===== src/rtl/div32_pkg.sv =====
// div32_pkg: shared definitions for the iterative RV32M divider.
//   - op encodings (funct3[1:0]) for DIV/DIVU/REM/REMU
//   - FSM state type
//   - iteration count and the most-negative 32-bit integer
package div32_pkg;

  localparam logic [1:0] DIV_OP  = 2'b00;
  localparam logic [1:0] DIVU_OP = 2'b01;
  localparam logic [1:0] REM_OP  = 2'b10;
  localparam logic [1:0] REMU_OP = 2'b11;

  typedef enum logic [1:0] {
    StIdle,
    StCalc,
    StFix,
    StDone
  } div_state_t;

  localparam int unsigned DIV_ITER = 32;
  localparam logic [31:0] INT_MIN  = 32'h8000_0000;

  // funct3[0]=0 selects the signed flavours (DIV, REM).
  function automatic logic op_is_signed(input logic [1:0] op);
    return ~op[0];
  endfunction

  // funct3[1]=1 selects the remainder flavours (REM, REMU).
  function automatic logic op_is_rem(input logic [1:0] op);
    return op[1];
  endfunction

endpackage


===== src/rtl/div32_fa32.sv =====
// fa32: 32-bit adder in subtract mode, shared with the divider datapath.
//   a    in  32  minuend
//   b    in  32  subtrahend (inverted internally)
//   cin  in   1  carry in; 1 gives a - b
//   sum  out 32  a + ~b + cin
//   cout out  1  carry out; with cin=1, 1 means no borrow (a >= b)
module fa32 (
  input  logic [31:0] a,
  input  logic [31:0] b,
  input  logic        cin,
  output logic [31:0] sum,
  output logic        cout
);

  assign {cout, sum} = {1'b0, a} + {1'b0, ~b} + {32'b0, cin};

endmodule


===== src/rtl/div32.sv =====
// div32: iterative restoring divider for RV32M DIV/DIVU/REM/REMU.
//   clk    in   1  clock, rising edge
//   rst    in   1  synchronous active-high reset
//   start  in   1  request a division; only honoured when busy=0
//   op     in   2  00=DIV 01=DIVU 10=REM 11=REMU
//   A      in  32  dividend, sampled with start
//   B      in  32  divisor, sampled with start
//   busy   out  1  division in flight (CALC/FIX); pipeline stalls
//   done   out  1  one-cycle pulse, result valid
//   result out 32  quotient or remainder, held until the next accepted start
// Normal ops take 32 CALC cycles plus one FIX cycle; divide-by-zero and
// signed overflow bypass the datapath and finish the cycle after start.
module div32
  import div32_pkg::*;
(
  input  logic        clk,
  input  logic        rst,
  input  logic        start,
  input  logic [1:0]  op,
  input  logic [31:0] A,
  input  logic [31:0] B,
  output logic        busy,
  output logic        done,
  output logic [31:0] result
);

  div_state_t  state_q, state_d;
  logic [1:0]  op_q, op_d;
  logic        qneg_q, qneg_d;
  logic        rneg_q, rneg_d;
  logic [31:0] r_q, r_d;
  logic [31:0] q_q, q_d;
  logic [31:0] b_q, b_d;
  logic [4:0]  cnt_q, cnt_d;
  logic [31:0] result_q, result_d;

  // Operand magnitudes for the incoming request.
  logic        in_signed;
  logic [31:0] abs_a, abs_b;

  assign in_signed = op_is_signed(op);
  assign abs_a     = (in_signed && A[31]) ? ~A + 32'd1 : A;
  assign abs_b     = (in_signed && B[31]) ? ~B + 32'd1 : B;

  // One restoring step: trial-subtract |B| from the shifted partial remainder.
  logic [31:0] shifted_r;
  logic [31:0] add_sum;
  logic        add_cout;
  logic        qb;

  assign shifted_r = {r_q[30:0], q_q[31]};

  fa32 u_fa32 (
    .a    (shifted_r),
    .b    (b_q),
    .cin  (1'b1),
    .sum  (add_sum),
    .cout (add_cout)
  );

  // r_q[31] set means the 33-bit partial remainder exceeds any 32-bit divisor.
  assign qb = r_q[31] | add_cout;

  // Sign-corrected final values for the FIX step.
  logic [31:0] q_fix, r_fix;

  assign q_fix = qneg_q ? ~q_q + 32'd1 : q_q;
  assign r_fix = rneg_q ? ~r_q + 32'd1 : r_q;

  // State and datapath registers.
  always_ff @(posedge clk) begin
    if (rst) begin
      state_q  <= StIdle;
      op_q     <= 2'b00;
      qneg_q   <= 1'b0;
      rneg_q   <= 1'b0;
      r_q      <= '0;
      q_q      <= '0;
      b_q      <= '0;
      cnt_q    <= '0;
      result_q <= '0;
    end else begin
      state_q  <= state_d;
      op_q     <= op_d;
      qneg_q   <= qneg_d;
      rneg_q   <= rneg_d;
      r_q      <= r_d;
      q_q      <= q_d;
      b_q      <= b_d;
      cnt_q    <= cnt_d;
      result_q <= result_d;
    end
  end

  // Next-state and datapath update.
  always_comb begin
    state_d  = state_q;
    op_d     = op_q;
    qneg_d   = qneg_q;
    rneg_d   = rneg_q;
    r_d      = r_q;
    q_d      = q_q;
    b_d      = b_q;
    cnt_d    = cnt_q;
    result_d = result_q;

    unique case (state_q)
      StIdle, StDone: begin
        if (start) begin
          op_d   = op;
          qneg_d = in_signed & (A[31] ^ B[31]);
          rneg_d = in_signed & A[31];
          if (B == 32'd0) begin
            state_d  = StDone;
            result_d = op_is_rem(op) ? A : 32'hFFFF_FFFF;
          end else if (in_signed && (A == INT_MIN) && (B == 32'hFFFF_FFFF)) begin
            state_d  = StDone;
            result_d = op_is_rem(op) ? 32'd0 : INT_MIN;
          end else begin
            state_d = StCalc;
            cnt_d   = '0;
            r_d     = '0;
            q_d     = abs_a;
            b_d     = abs_b;
          end
        end else if (state_q == StDone) begin
          state_d = StIdle;
        end
      end
      StCalc: begin
        r_d   = qb ? add_sum : shifted_r;
        q_d   = {q_q[30:0], qb};
        cnt_d = cnt_q + 5'd1;
        if (cnt_q == 5'(DIV_ITER - 1)) begin
          state_d = StFix;
        end
      end
      StFix: begin
        result_d = op_is_rem(op_q) ? r_fix : q_fix;
        state_d  = StDone;
      end
      default: state_d = StIdle;
    endcase
  end

  // Handshake outputs.
  always_comb begin
    busy = 1'b0;
    done = 1'b0;
    unique case (state_q)
      StCalc, StFix: busy = 1'b1;
      StDone:        done = 1'b1;
      default:       ;
    endcase
  end

  assign result = result_q;

endmodule


===== config.mk =====
export PLATFORM = sky130hd
export DESIGN_NAME = div32
export DESIGN_NICKNAME = d
export VERILOG_FILES = /design/src/rtl/div32_pkg.sv /design/src/rtl/div32_fa32.sv /design/src/rtl/div32.sv
export SDC_FILE = /design/constraint.sdc
export NUM_CORES = 1
export LEC_CHECK = 0
export BUFFER_PORTS_ARGS = -buffer_cell sky130_fd_sc_hd__buf_2
export CAP_MARGIN = 5
export CORE_MARGIN = 2
export CORE_UTILIZATION = 45
export DETAILED_ROUTE_END_ITERATION = 10
export GPL_ROUTABILITY_DRIVEN = 0
export GPL_TIMING_DRIVEN = 1
export SLEW_MARGIN = 10
export SYNTH_ARGS = -nofsm -noshare
export SYNTH_HDL_FRONTEND = slang
export SYNTH_HIERARCHICAL = 1
export SYNTH_SLANG_ARGS = --single-unit

===== constraint.sdc =====
create_clock -name clk -period 8.45 [get_ports clk]
set_clock_uncertainty 0.1 [all_clocks]
set_input_delay 0.4225 -clock clk [delete_from_list [all_inputs] [get_ports clk]]
set_output_delay 0.4225 -clock clk [all_outputs]
set_load 0.03 [all_outputs]

Word-level counts from Yosys, hierarchy flattened
Cells that the tools add are included.
{"block": "word_totals", "word_cells": 87, "romBits": 0, "latchBits": 0, "mem_count": 0, "ram_bits": 0, "ff_bits": 139}
{"block": "op_classes", "n_reduce_logical": 15, "mul": 0, "n_addsub": 7, "order_cmp": 0, "n_eq_ne": 12, "div": 0, "n_mux": 32, "n_shift": 0, "n_bitwise": 12}
{"cell": "two-way mux 32 bit", "count": 17}
{"cell": "one-hot mux 32 bit (2 select lines)", "count": 3}
{"cell": "NOT 32 bit", "count": 5}
{"cell": "adder 32 x 1 -> 32 bit (second input constant)", "count": 4}
{"cell": "equality test 32 bit (second input constant)", "count": 2}
{"cell": "adder 32 x 32 -> 33 bit", "count": 1}
{"cell": "adder 33 x 1 -> 33 bit (second input constant)", "count": 1}
{"cell": "zero test 32 bit", "count": 1}
{"cell": "two-way mux 5 bit", "count": 3}
{"cell": "two-way mux 2 bit", "count": 5}
{"cell": "one-hot mux 5 bit (2 select lines)", "count": 1}
{"cell": "inequality test 2 bit (second input constant)", "count": 4}
{"cell": "AND reduction 4 bit", "count": 2}
{"cell": "inequality test 3 bit (second input constant)", "count": 2}
{"cell": "one-hot mux 2 bit (3 select lines)", "count": 1}
{"cell": "adder 5 x 1 -> 5 bit (second input constant)", "count": 1}
{"cell": "equality test 5 bit (second input constant)", "count": 1}
{"cell": "equality test 2 bit (second input constant)", "count": 2}
{"cell": "logical AND 1 bit", "count": 4}
{"cell": "AND reduction 2 bit", "count": 2}
{"cell": "nonzero test 2 bit", "count": 2}
{"cell": "OR reduction 2 bit", "count": 2}
{"cell": "NOT 1 bit", "count": 3}
{"cell": "AND reduction 3 bit", "count": 1}
{"cell": "6 further kinds", "count": 8}

Longest topological paths before layout
Gate-level depths: netlist of run 1.
{"block": "depth", "word_depth": 7, "mapped_depth": 16, "mapped_depth_nobuf": 15}

By module
The synthesis of run 1 kept the hierarchy.
{"module": "div32", "cells_per_inst": 1196, "instances": 1, "area_each_um2": 9492.9}
{"module": "fa32", "cells_per_inst": 280, "instances": 1, "area_each_um2": 1923.1}

Worst setup path before layout of run 1
No wires, ideal clock.
{"block": "synth_timing", "kind": "reg2reg", "start": "register q_q[31]", "end": "register r_q[25]", "arrival_time_ns": 3.394, "setup_slack_ns": 4.824, "path_stages_with_launch": 17, "synth_period_minus_slack_ns": 3.626, "setup_time_ns": 0.132, "required_time_ns": 8.218, "path_cell_list": "dfxtp_1 > inv_1 > fa_1 > fa_1 > nor2b_4 > o31a_1 > a21boi_2 > nor4b_4 > o21ai_4 > o41ai_4 > o211ai_1 > a21o_1 > nor2_1 > clkbuf_1 > mux2_2 > o211ai_1 > a21oi_1"}
{"block": "synth_via", "elab_chain_len": 5}
{"element": "start, declared", "line_no": "div32.sv:32", "source": "logic [31:0] q_q, q_d;"}
{"element": "start signal, assigned", "line_no": "div32.sv:88", "source": "q_q <= q_d;"}
{"element": "adder 32 x 32 -> 33 bit", "line_no": "div32_fa32.sv:15", "source": "assign {cout, sum} = {1'b0, a} + {1'b0, ~b} + {32'b0, cin};"}
{"element": "adder 33 x 1 -> 33 bit", "line_no": "div32_fa32.sv:15"}
{"element": "net add_cout", "line_no": "div32.sv:48", "source": "logic add_cout;"}
{"element": "bitwise OR 1 bit", "line_no": "div32.sv:62", "source": "assign qb = r_q[31] | add_cout;"}
{"element": "two-way mux 32 bit", "line_no": "div32.sv:131", "source": "r_d = qb ? add_sum : shifted_r;"}
{"element": "one-hot mux 32 bit (2 select lines)", "line_no": "div32.sv:107", "source": "unique case (state_q)"}
{"element": "end signal, assigned", "line_no": "div32.sv:87", "source": "r_q <= r_d;"}
{"element": "end, declared", "line_no": "div32.sv:31", "source": "logic [31:0] r_q, r_d;"}
The timed path passes the listed nets, and every way through them passes these cells.
A chain may end at the register's enable or synchronous reset.

Worst setup path in the final report of run 1
{"block": "layout_timing", "start": "register q_q[31]", "end": "register r_q[24]"}
Same word-level chain as after synthesis.

==> flow_summary.toml, run 1 <==
[run_status]
outcome = "complete, no violations"

[floorplan]
pin_count = 103
fp.dieH_um = 163
die_x_um = 163
row_count = 58
core_mm2 = 0.0250
start_util_pct = 45.6
die_area_mm2 = 0.0267

[synthesis]
post_synth_num_cell_types = 94
synth_area_leader_cell = "dfxtp_1"
synthesis.nets = 1588
synthTopCellsByArea = "dfxtp_1 24%, a21oi_1 5.6%, xnor2_1 5.1%, xor2_1 5.1%, ha_1 4.5%"
synth_seq_cells = 138
yosysWarningCount = 6
avgSynthCellArea_um2 = 7.73
netlist_area_mm2 = 0.0114
yosysSeqAreaShare_pct = 24.2
synth-main-ff-cell = "dfxtp_1"
synth_top_area_share_pct = 24.2
netlist_instances = 1476
synth_edf_count = 0
async_flop_share_pct = 0

[layout]
nets = 1608
area_delta_synth_final_pct = 10.3
fillers = 2502
final_area_mm2 = 0.0126
final_cell_mix = "138 x dfxtp_1, 127 x a21oi_1, 101 x buf_2, 84 x nand3_1, 80 x nor2_1"
final_util_pct = 50.3
layout-drive-gt1-share_pct = 15.0
antenna_cells = 0
layout_commonest_cell = "dfxtp_1"

[power]
p_switching_mw = 1.55
p_sw_share_pct = 46.6
p_per_area_mw_per_mm2 = 265
seq_power_share_pct = 27.6
power_mw = 3.33
pwr-share-clk_pct = 22.6
p_int_mw = 1.78
vdd_drop_max_v = 0.000195
p_comb_share_pct = 49.8
p_leak_nw = 4.99

[sta]
max_clock_freq_ghz = 0.239
tightest_slew_ns = 1.07
finalSetupTns_ns = 0
whs_ns = 0.210
setup_viol = 0
rsz0062_at_grt = "no"
hold_viol = 0
finalCriticalPeriod_ns = 4.19
period_share_pct = 49.5
maxSlewViolCount = 0
slew_headroom_pct = 28.7

[setup_path]
slowest_stage = "buf_4"
cp.required_ns = 8.61
startpoint_type = "flop"
crit_type = "flop to flop"
cp.arrival_ns = 4.34
path_cells = "inv_1, fa_1, fa_1, nor2b_4, o31a_1, a21boi_2, nor4b_4, o21ai_4, o41ai_4, o211ai_1, a21o_1, nor2_2, buf_4, mux2_2, o211ai_1, a21oi_1"
end_kind = "flop"
cpPeakStageDelay_ns = 0.40
worstPathMaxFanout = 27

[cts]
cts_buffer_depth = 2
cts-root-buf = "clkbuf_16"
clk_latency_ns = 0.43
clkTransAtPathRegs_ns = 0.06
htreeDepth = 4
cts_hold_buf = 0
cts_setup_buffers = 0
post_cts_resized = 0
cts_tree = "yes"
numCtsBuffers = 17
clock_sinks = 138

[worst_hold_path]
min_path_type = "primary input to flop"

[routing]
first_pass_iters = 5
viasPerCell = 6.18
drt_iter0_drc = 1066
drc = 0
via_count = 11400
routedWlPerCell_um = 19.6
antenna_violating_nets_post_route = 0
finalWirelength_um = 35900

[global_route]
grtUsageTotal_pct = 26.7
grt-ovfl-total = 0
grt_max_degree = 94
antenna_found_initial = 0
grt_pass1_vias = 10400
grt_pass1_wl_um = 57200

[place]
dp_hpwl_um = 25100
io_buffers = 102
place_area_mm2 = 0.0120

[flow_run]
drv_cap = 0
## sequential cells by signal (all words and copies together) (netlist names)
signal,count
cnt_q,5
b_q,32
rneg_q,1
r_q,32
q_q,32
state_q,2
op_q,1
qneg_q,1
result,32
## routing by layer
layer  up-vias  global-route usage, %  share of wire [%]
met5         -                      0                  0
met4         0                   8.45                2.2
met3        54                   3.40                5.9
met2       426                   42.4                 45
met1      5326                   37.6                 47
li1       5547                      -                  -
## cell usage after synthesis, types with 4 or more instances
cell and instances:
dfxtp_1 138, a21oi_1 127, clkbuf_1 91, nand3_1 84, nor2_1 81, nand2_1 79
inv_1 74, o21ai_0 72, xnor2_1 67, xor2_1 67, o211ai_1 51, ha_1 41
nor3_1 34, o31ai_1 34, mux2_2 33, nand2b_1 29, a211oi_1 26, a31oi_1 21
o41ai_1 20, or3_1 20, nand4_1 19, nor4_1 19, o221ai_1 19, or4_1 19
a21o_1 18, a22o_1 14, buf_2 13, nor2b_1 11, a221oi_1 10, a311oi_1 9
and2_1 8, a32o_1 6, o21a_1 6, o22ai_1 6, or2_2 6, and3_1 5
buf_1 5, o21ai_1 5, a22oi_1 4, mux2i_1 4
## stage by stage
stage,worst slack (ns),std cells
floorplan,4.82,1476
CTS,4.28,1838
global placement,4.31,1807
global route,4.04,1838
detailed placement,4.28,1807
finish,4.26,1838
## worst max-delay path: cells and delay by family, from the launching register on
| kind | cells | cell delay [ns] |
|---|---|---|
| buffers and inverters | 2 | 0.52 |
| muxes | 1 | 0.38 |
| AOI/OAI and AO/OA | 8 | 1.51 |
| and+or+nand+nor | 3 | 0.63 |
| DFF | 1 | 0.39 |
| adders and majority gates | 2 | 0.48 |
## cell type report
class                      instances  area [um^2]  share of cell area [%]
timing repair buffer             117          626                    4.97
multi-input combinational       1148         7930                    63.0
clock buffer                      20          457                    3.63
tap                              330          413                    3.28
clock inverter                    11          123                   0.974
inverter                          74          278                    2.21
sequential                       138         2760                    21.9
## power groups by stage
stage | logic [mW] | registers, mW | clock network, mW
detailed placement | 1.64 | 0.928 | 0
global route | 1.83 | 0.940 | 0.785
CTS | 1.64 | 0.916 | 0.759
floorplan | 1.21 | 0.930 | 0
finish | 1.66 | 0.920 | 0.751
global placement | 1.64 | 0.926 | 0
## logic make-up after synthesis
group	after synthesis	share of synthesized area (%)
DFF	138	24.2
and+or+nand+nor	437	20.2
muxes	37	3.61
adders and majority gates	43	4.84
AOI/OAI and AO/OA	496	30.2
other	1	0.0328
xor gates and xnor gates	134	10.3
buffers and inverters	190	6.70
## worst paths after layout
path	depth (start not counted)	end	from	slack, ns
max	16	r_q[24]$_SDFFE_PP0P_	q_q[31]$_SDFFE_PP0P_	4.26
min	3	b_q[0]$_SDFFE_PP0P_	B[0]	0.21
max reg2reg	16	r_q[24]$_SDFFE_PP0P_	q_q[31]$_SDFFE_PP0P_	4.26
min reg2reg	2	b_q[13]$_SDFFE_PP0P_	b_q[13]$_SDFFE_PP0P_	0.35
(Power assumes the default switching activity.)
==> run 2: changes to the inputs <==
==> constraint.sdc (replaced) <==
create_clock -name clk -period 4.4 [get_ports clk]
set_clock_uncertainty 0.1 [all_clocks]
set_input_delay 0.22 -clock clk [delete_from_list [all_inputs] [get_ports clk]]
set_output_delay 0.22 -clock clk [all_outputs]
set_load 0.03 [all_outputs]
==> run 2 against run 1 <==
Net effect:
- global-route usage increased by 0.46 points
- combinational power increased by 95%
- maximum frequency increased by 8.2%
- clock-buffer cell count decreased by 2
- core utilization increased by 0.69 points
- first-iteration DRC count decreased by 2.3%
- flip-flop and latch count unchanged
- largest power group unchanged
- highest routed layer unchanged
==> flow_summary.toml, run 2 (synthesis gave the netlist of run 1 again) <==
[sta]
whs_ns = 0.0150
finalSetupTns_ns = 0
fin_ws_ns = 0.529
max_clock_freq_ghz = 0.258
tightest_slew_ns = 1.02
setup_viol = 0
maxSlewViolCount = 0
finalCriticalPeriod_ns = 3.87
period_share_pct = 88.0
hold_viol = 0
rsz0062_at_grt = "no"
slew_headroom_pct = 31.8

[routing]
routedWlPerCell_um = 19.8
viasPerCell = 6.19
drt_iter0_drc = 1042
via_count = 11500
drc = 0
antenna_violating_nets_post_route = 0
finalWirelength_um = 36600
first_pass_iters = 5

[floorplan]
pin_count = 103
die_area_mm2 = 0.0267
die_x_um = 163
start_util_pct = 45.6
core_mm2 = 0.0250
fp.dieH_um = 163
row_count = 58

[cts]
numCtsBuffers = 17
clock_sinks = 138
clkTransAtPathRegs_ns = 0.06
htreeDepth = 4
clk_latency_ns = 0.43
cts_buffer_depth = 2
cts_tree = "yes"
cts-root-buf = "clkbuf_16"

[layout]
antenna_cells = 0
layout_commonest_cell = "dfxtp_1"
layout-drive-gt1-share_pct = 15.7
area_delta_synth_final_pct = 11.8
final_cell_mix = "138 x dfxtp_1, 127 x a21oi_1, 101 x buf_2, 84 x nand3_1, 80 x nor2_1"
instances_no_fill = 1853
nets = 1622

[flow_run]
drv_cap = 0

[setup_path]
crit_type = "flop to flop"
path_cells = "inv_1, fa_1, fa_1, nor2b_4, o31a_1, a21boi_2, nor4b_4, o21ai_4, o41ai_4, o211ai_1, a21o_1, nor2_2, buf_12, mux2_2, o211ai_1, a21oi_1"
worstPathMaxFanout = 28
startpoint_type = "flop"
cpPeakStageDelay_ns = 0.36
cp.required_ns = 4.57
slowest_stage = "mux2_2"
end_kind = "flop"
cp.arrival_ns = 4.04

[worst_hold_path]
min_path_type = "primary input to flop"

[global_route]
grt_max_degree = 95
grtUsageTotal_pct = 27.2
antenna_found_initial = 0
grt-ovfl-total = 0
grt_pass1_wl_um = 57900
grt_pass1_vias = 10500

[run_status]
outcome = "complete, no violations"

[power]
p_leak_nw = 5.08
p_per_area_mw_per_mm2 = 515
vdd_drop_max_v = 0.000346
power_mw = 6.57

[place]
dp_hpwl_um = 25700
io_buffers = 102
dpl_worst_slack_ns = 0.571
dp.cells = 1820
## run 2: cell types whose count changed in the layout (fill, tap and decap cells not counted), moves of 2 or more
cell	change
buf_12	+2
buf_4	+11
bufinv_16	+2
clkbuf_8	-2
clkinv_4	-2
inv_6	+3
## run 2: metrics by stage
stage               util [%]  cell area, um^2
floorplan                  -            11400
global placement        48.5            12100
detailed placement      48.5            12100
CTS                     51.0            12800
global route            51.0            12800
finish                  51.0            12800
## run 2: what timing repair did
item | in CTS | in global routing
hold buffers | 1 | 0
buffers inserted | 0 | 0
endpoints found under the hold margin | 1 | 0
resized for setup | 0 | 0
## run 2: final timing paths
kind                            slack (ns)                   end  depth (start not counted)                  from
worst max-delay path                  0.53  r_q[10]$_SDFFE_PP0P_                         16  q_q[31]$_SDFFE_PP0P_
worst min-delay path                  0.01  op_q[1]$_SDFFE_PP0P_                          3                 op[1]
worst max register to register        0.53  r_q[10]$_SDFFE_PP0P_                         16  q_q[31]$_SDFFE_PP0P_
worst min register to register        0.35  b_q[31]$_SDFFE_PP0P_                          2  b_q[31]$_SDFFE_PP0P_
## run 2: per-layer routing
metal  track usage, %  vias to the layer above  part of all wire, %
li1                 -                     5579                    -
met1             37.8                     5423                   46
met2             43.7                      422                   46
met3             4.19                       53                  6.6
met4             7.44                        0                  1.7
met5                0                        -                    0
## run 2: report_power, final
| part | internal (mW) | switching [mW] |
|---|---|---|
| clock | 0.952 | 0.614 |
| combinational | 1.08 | 2.17 |
| sequential | 1.51 | 0.257 |
| total | 3.53 | 3.04 |
## run 2: worst max-delay path, delay by kind of cell, from the launching register on
family | cells | cell delay, ns
AO/OA/AOI/OAI | 8 | 1.42
adder cells (fa/ha/maj) | 2 | 0.48
buffers and inverters | 2 | 0.34
flip-flops | 1 | 0.35
multiplexers | 1 | 0.36
AND/OR/NAND/NOR | 3 | 0.62
## run 2: cell type report
type / instances / area [um^2]
inverter: 74 / 278
tap: 330 / 413
clock inverter: 14 / 194
sequential: 138 / 2760
timing repair buffer: 131 / 758
multi-input combinational: 1148 / 7930
clock buffer: 18 / 429
fill: 2501 / 12300
